**src/rtl/med_ctrl.sv**
```systemverilog
// med_ctrl: control FSM that sequences the MED median core over 9-sample frames
//   CLK  in  : single clock, rising edge
//   RST  in  : synchronous active-high reset
//   DSI  in  : data strobe in, high while the 9 frame samples are presented
//   BYP  out : bypass control to the MED core
//   DSO  out : one-cycle pulse when the median is valid on the MED core output
//   BUSY out : high while a frame is being loaded, sorted or completed
//   ERR  out : one-cycle pulse when a frame is aborted by an early DSI drop
module med_ctrl (
    input  logic CLK,
    input  logic RST,
    input  logic DSI,
    output logic BYP,
    output logic DSO,
    output logic BUSY,
    output logic ERR
);
    typedef enum logic [1:0] {IDLE, LOAD, SORT, DONE} state_t;
    state_t     state_q, state_d;
    logic [3:0] cnt_q, cnt_d;
    logic [5:0] c_q, c_d;
    logic       byp_q, byp_d, dso_q, dso_d, busy_q, busy_d;
    // Four discard phases of 8/7/6/5 zero cycles each followed by 1/2/3/4 one cycles
    function automatic logic sched(input logic [5:0] c);
        return c == 6'd8 || c == 6'd16 || c == 6'd17 ||
               (c >= 6'd24 && c <= 6'd26) || (c >= 6'd32 && c <= 6'd35);
    endfunction
    always_comb begin
        state_d = state_q;
        cnt_d   = cnt_q;
        c_d     = c_q;
        case (state_q)
            IDLE: if (DSI) begin
                state_d = LOAD;
                cnt_d   = 4'd1;
            end
            LOAD: if (!DSI) begin
                state_d = IDLE;
                cnt_d   = 4'd0;
            end else if (cnt_q == 4'd8) begin
                state_d = SORT;
                cnt_d   = 4'd9;
                c_d     = 6'd0;
            end else begin
                cnt_d = cnt_q + 4'd1;
            end
            SORT: if (c_q == 6'd39) state_d = DONE;
                  else c_d = c_q + 6'd1;
            default: state_d = IDLE;
        endcase
        // Sort-phase outputs are precomputed from the next state so they come straight from flops
        byp_d  = state_d == SORT && sched(c_d);
        dso_d  = state_d == DONE;
        busy_d = state_d != IDLE;
    end
    always_ff @(posedge CLK) begin
        if (RST) begin
            state_q <= IDLE;
            cnt_q   <= 4'd0;
            c_q     <= 6'd0;
            byp_q   <= 1'b0;
            dso_q   <= 1'b0;
            busy_q  <= 1'b0;
        end else begin
            state_q <= state_d;
            cnt_q   <= cnt_d;
            c_q     <= c_d;
            byp_q   <= byp_d;
            dso_q   <= dso_d;
            busy_q  <= busy_d;
        end
    end
    // While loading, BYP follows DSI so each sample passes straight into the core; an
    // early DSI drop therefore also forces BYP low in the ERR cycle.
    assign ERR  = !RST && state_q == LOAD && !DSI;
    assign BYP  = !RST && (state_q == SORT ? byp_q : (state_q == IDLE || state_q == LOAD) && DSI);
    assign DSO  = !RST && dso_q;
    assign BUSY = !RST && busy_q;
endmodule

```
**config.mk**
```make
export PLATFORM = sky130hd
export DESIGN_NAME = med_ctrl
export DESIGN_NICKNAME = d
export VERILOG_FILES = /design/src/rtl/med_ctrl.sv
export SDC_FILE = /design/constraint.sdc
export NUM_CORES = 1
export LEC_CHECK = 0
export BUFFER_PORTS_ARGS = -buffer_cell sky130_fd_sc_hd__clkbuf_2
export CAP_MARGIN = 20
export CORE_MARGIN = 8
export CORE_UTILIZATION = 50
export CTS_CLUSTER_SIZE = 24
export DETAILED_ROUTE_END_ITERATION = 12
export GPL_ROUTABILITY_DRIVEN = 0
export PLACE_DENSITY = 0.68
export SYNTH_ARGS = -nofsm -noshare
export SYNTH_HDL_FRONTEND = slang
export SYNTH_SLANG_ARGS = --single-unit
export TNS_END_PERCENT = 5
```
**constraint.sdc**
```tcl
create_clock -name CLK -period 2.4 [get_ports CLK]
set_input_delay 0 -clock CLK [delete_from_list [all_inputs] [get_ports CLK]]
set_output_delay 0 -clock CLK [all_outputs]
set_load 0.05 [all_outputs]
```
# After elaboration in Yosys (flattened, before gate mapping)
# Cells that the tools add are included.
# W data, S select, Z words.
[op_classes]
addsub = 2
n_lt_le_gt_ge = 4
eq_ne = 10
mux = 14
n_reduce_logical = 20
[op_table]
columns = ["operator", "n"]
rows = [
  ["$mux W6", 3],
  ["$eq A6 B5 Y1 const B", 2],
  ["$mux W4", 3],
  ["$pmux W6 S2", 1],
  ["$logic_and A1 B1 Y1", 9],
  ["$mux W2", 4],
  ["$pmux W4 S2", 1],
  ["$add A6 B1 Y6 const B", 1],
  ["$eq A2 B2 Y1 const B", 3],
  ["$eq A6 B4 Y1 const B", 1],
  ["$eq A6 B6 Y1 const B", 1],
  ["$ge A6 B5 Y1 const B", 1],
  ["$ge A6 B6 Y1 const B", 1],
  ["$le A6 B5 Y1 const B", 1],
  ["$le A6 B6 Y1 const B", 1],
  ["$pmux W2 S3", 1],
  ["$logic_or A1 B1 Y1", 5],
  ["$add A4 B1 Y4 const B", 1],
  ["$eq A4 B4 Y1 const B", 1],
  ["$reduce_bool A2 Y1", 2],
  ["$eq A2 B1 Y1 const B", 1],
  ["$logic_not A1 Y1", 2],
  ["$logic_not A2 Y1", 1],
  ["$ne A2 B2 Y1 const B", 1],
  ["other kinds (2)", 2],
]
[word_totals]
regBits = 15
input_bits = 3
output_inout_bits = 4
word_cells = 56

# Logic depth before layout (Yosys ltp)
[depth]
depth_word = 10
depth_mapped = 8
depth_no_buf = 7

# Worst setup path before layout
# No wires, ideal clock.
[synth_timing]
path_kind = "register to register"
startpoint = "register state_q[0]"
endpoint = "register byp_q"
setup_ns = 0.091
t_arrival_ns = 1.763
t_required_ns = 2.309
path_slack_ns = 0.546
stages_incl_launch_ff = 8
path_cell_list = "dfxtp_1 inv_1 ha_1 and2b_1 a31oi_4 a211o_1 o2111ai_1 a311oi_1"
[synth_between]
elab_chain_cells = 8
[synth_lines]
columns = ["item", "line", "text"]
rows = [
  ["from (decl)", "19", "state_t state_q, state_d;"],
  ["from (signal assigned)", "65", "state_q <= state_d;"],
  ["branches (longest 7 deep; another with $ge A6 B5 Y1)", "-", ""],
  ["$logic_and A1 B1 Y1 *", "52", "byp_d = state_d == SORT && sched(c_d);"],
  ["to (signal assigned)", "68", "byp_q <= byp_d;"],
  ["to (decl)", "22", "logic byp_q, byp_d, dso_q, dso_d, busy_q, busy_d;"],
]
# Mark *: on every way between the ends.
# A chain may end at the register's enable or synchronous reset.

# Worst setup path after layout
# Ends and elaborated chain as after synthesis.

==> metrics.csv <==
metric;value;unit
Clk network pwr share;0.276;
CTS tree;done;
skew final;4.402;ps
number of max-cap violations;0;
Slew headroom;0.7255;
CTS buffer count;3;
Critical Path End Type;flip-flop;
cts hold-fix bufs;0;
Leak;0.0003959;uW
fmax;474.9;MHz
Worst EP arrival;2300;ps
Total Wirelength;1.920;mm
Clock Latency Late Sink;290;ps
CP max stage cell;dfxtp_1;
Initial Utilization;0.5092;
Final nets;129;
root buffer cell;clkbuf_4;
Total Neg Setup Slack;0;ps
Bufs and invs on worst path;1;
Seq cells post-synth;15;
Area Growth Syn to Fin;6.202;%
core area;0.001902;mm^2
RSZ-0062 raised after global routing;false;
vias in the first global route;844;
Hold Crit Class;input pin to flip-flop;
Finished Layout Cells;145;
worst-path fanout max;8;
Critical Path Start Type;flip-flop;
Power Total;538.9;uW
Yosys cell types;43;
minimum clock period;2106;ps
pwr/cell area;524.0;mW/mm^2
Starting DRT DRC Count;36;
synthesized instance count;113;
Routed WL per cell;13.24;um
# H-tree levels;1;
sequential share of power;0.497;
post-CTS setup buffers;0;
slew at the pin closest to its max-slew limit;409.3;ps
cell area after synthesis;968.4;um^2
drt pass-1 iters;4;
initial antenna violation count;0;
CP Cell Sequence;inv_1 -> ha_1 -> and2b_1 -> a31oi_4 -> a211o_1 -> o2111ai_1 -> a311oi_1;
Synth Warn #;0;
category of the critical setup timing path;flip-flop to flip-flop;
Sinks on Clock Net;15;
Seq/Total Area, Yosys;0.3101;
worst hold slack;104.1;ps
XOR/XNOR Fraction of Synth Area;0.01809;
Peak VDD IR;0.0003734;V
# DRC;0;
Clk pin slew, worst setup/hold paths;90;ps
Sw Pwr;175.0;uW
first-pass GRT wire length;3.574;mm
largest net degree at the start of global routing;18;
die area;0.003601;mm^2
prevailing post-synth register cell;dfxtp_1;
IO buf count;6;
final slew viol count;0;
outcome;complete, no violations;
# resized after CTS;0;
Post-synth EDFFs;0;
Post-synth ARST share;0;
placed instance area;0.001002;mm^2
Core Rows;16;
via count;834;
Internal;363.9;uW
critical path's largest stage delay;420;ps
most frequent cells in the layout;dfxtp_1 (15), nor2_1 (13), a21oi_1 (7), ha_1 (7);
IO Count;7;
family with the most delay on the worst path;compound AO/OA/AOI/OAI gates;
commonest non-fill, non-tap cell in the layout;dfxtp_1;
Tot GR Track Use;0.1266;
synthesized area per cell;8.570;um^2
share of cells above drive strength 1;0.1441;
CP required;2600;ps
Die Y;60.01;um
simple-gate area share of the yosys netlist;0.2494;
post-synthesis mux area share;0.02067;
Synth Area in Compound Gates;0.2610;
Final Hold Vio Count;0;
placed insts;141;
final period utilization;0.8774;
Antenna diodes;0;
largest family of logic cells by synthesized area;compound AO/OA/AOI/OAI gates;
area share of fa/ha/maj cells after synthesis;0.09044;
via density per instance;5.752;
width of the chip;60.01;um
GR Overflow Total;0;
Comb pwr share;0.226;
fill cell count;169;
post-synth net total;123;
Sw Ratio;0.3248;
post-route ant nets;0;
detailed placement HPWL;1.442;mm
final setup vio count;0;
clk buf depth;2;
Finished Cell Area;0.001028;mm^2
==> logic make-up (layout without fill, tap and decap cells) <==
logic type / count (synthesis) / count (layout)
fa+ha+maj: 7 / 7
simple gates: 45 / 45
buf+inv: 10 / 15
compound gates: 32 / 32
xor+xnor: 2 / 2
mux: 2 / 2
flops: 15 / 15
==> synthesized netlist by cell type, types with 2 or more instances <==
cell      number  area share
nand2_1        5       0.019
inv_1          5       0.019
nand3_1        5       0.026
nor2b_1        3       0.019
clkbuf_1       3       0.012
o21ai_0        5       0.026
nor3_1         6       0.031
a21oi_1        7       0.036
o21a_1         2       0.015
dfxtp_1       15        0.31
a211oi_1       4       0.031
mux2i_1        2       0.021
a31oi_1        2       0.013
and3_1         2       0.013
nor2_1        13       0.050
ha_1           7       0.090
==> power by group through the flow <==
stage / combinational (uW) / clock (uW) / sequential (uW)
6_report: 122 / 149 / 268
5_1_grt: 134 / 161 / 271
4_1_cts: 120 / 152 / 268
3_5_place_dp: 120 / 0 / 274
3_3_place_gp: 120 / 0 / 273
2_1_floorplan: 99.3 / 0 / 271
==> area by class of cell <==
cell class | count | area (um^2) | share of cell area
clock buffer | 4 | 26.28 | 0.02555
inverter | 5 | 18.77 | 0.01825
multi-input combinational | 88 | 619.3 | 0.6022
sequential | 15 | 300.3 | 0.2920
tap | 27 | 33.78 | 0.03285
timing repair buffer | 6 | 30.03 | 0.02920
==> flip-flops by register name, summed over array words and instances (netlist names) <==
| signal | count |
|---|---|
| c_q | 6 |
| cnt_q | 4 |
| state_q | 2 |
| busy_q | 1 |
| byp_q | 1 |
| dso_q | 1 |
==> stage by stage <==
step | utilization | setup slack (ps)
global route | 0.5408 | 132.8
CTS | 0.5408 | 290.2
global placement | 0.5270 | 377.0
floorplan | - | 545.8
detailed placement | 0.5270 | 325.0
finish | 0.5408 | 294.3
==> per-layer routing <==
layer	vias to the layer above	part of all wire	track usage
met1	381	0.49	0.1569
met2	23	0.45	0.2031
met3	4	0.047	0.02581
li1	426	-	-
met4	0	0.016	0.05782
met5	-	0	0
==> worst register-to-register path, cell delays in order (launching register included) <==
cell       delay, ps
dfxtp_1          420
inv_1            100
ha_1             400
and2b_1          220
a31oi_4          260
a211o_1          190
o2111ai_1        130
a311oi_1         280
==> path summary, 6_finish.rpt <==
path / from / to / slack, ps / depth (start not counted)
worst min register to register: cnt_q[3] / cnt_q[3] / 550 / 2
worst max register to register: state_q[0] / byp_q / 290 / 7
worst min-delay path: RST / c_q[2] / 100 / 2
worst max-delay path: state_q[0] / byp_q / 290 / 7
(Power assumes the default switching activity.)
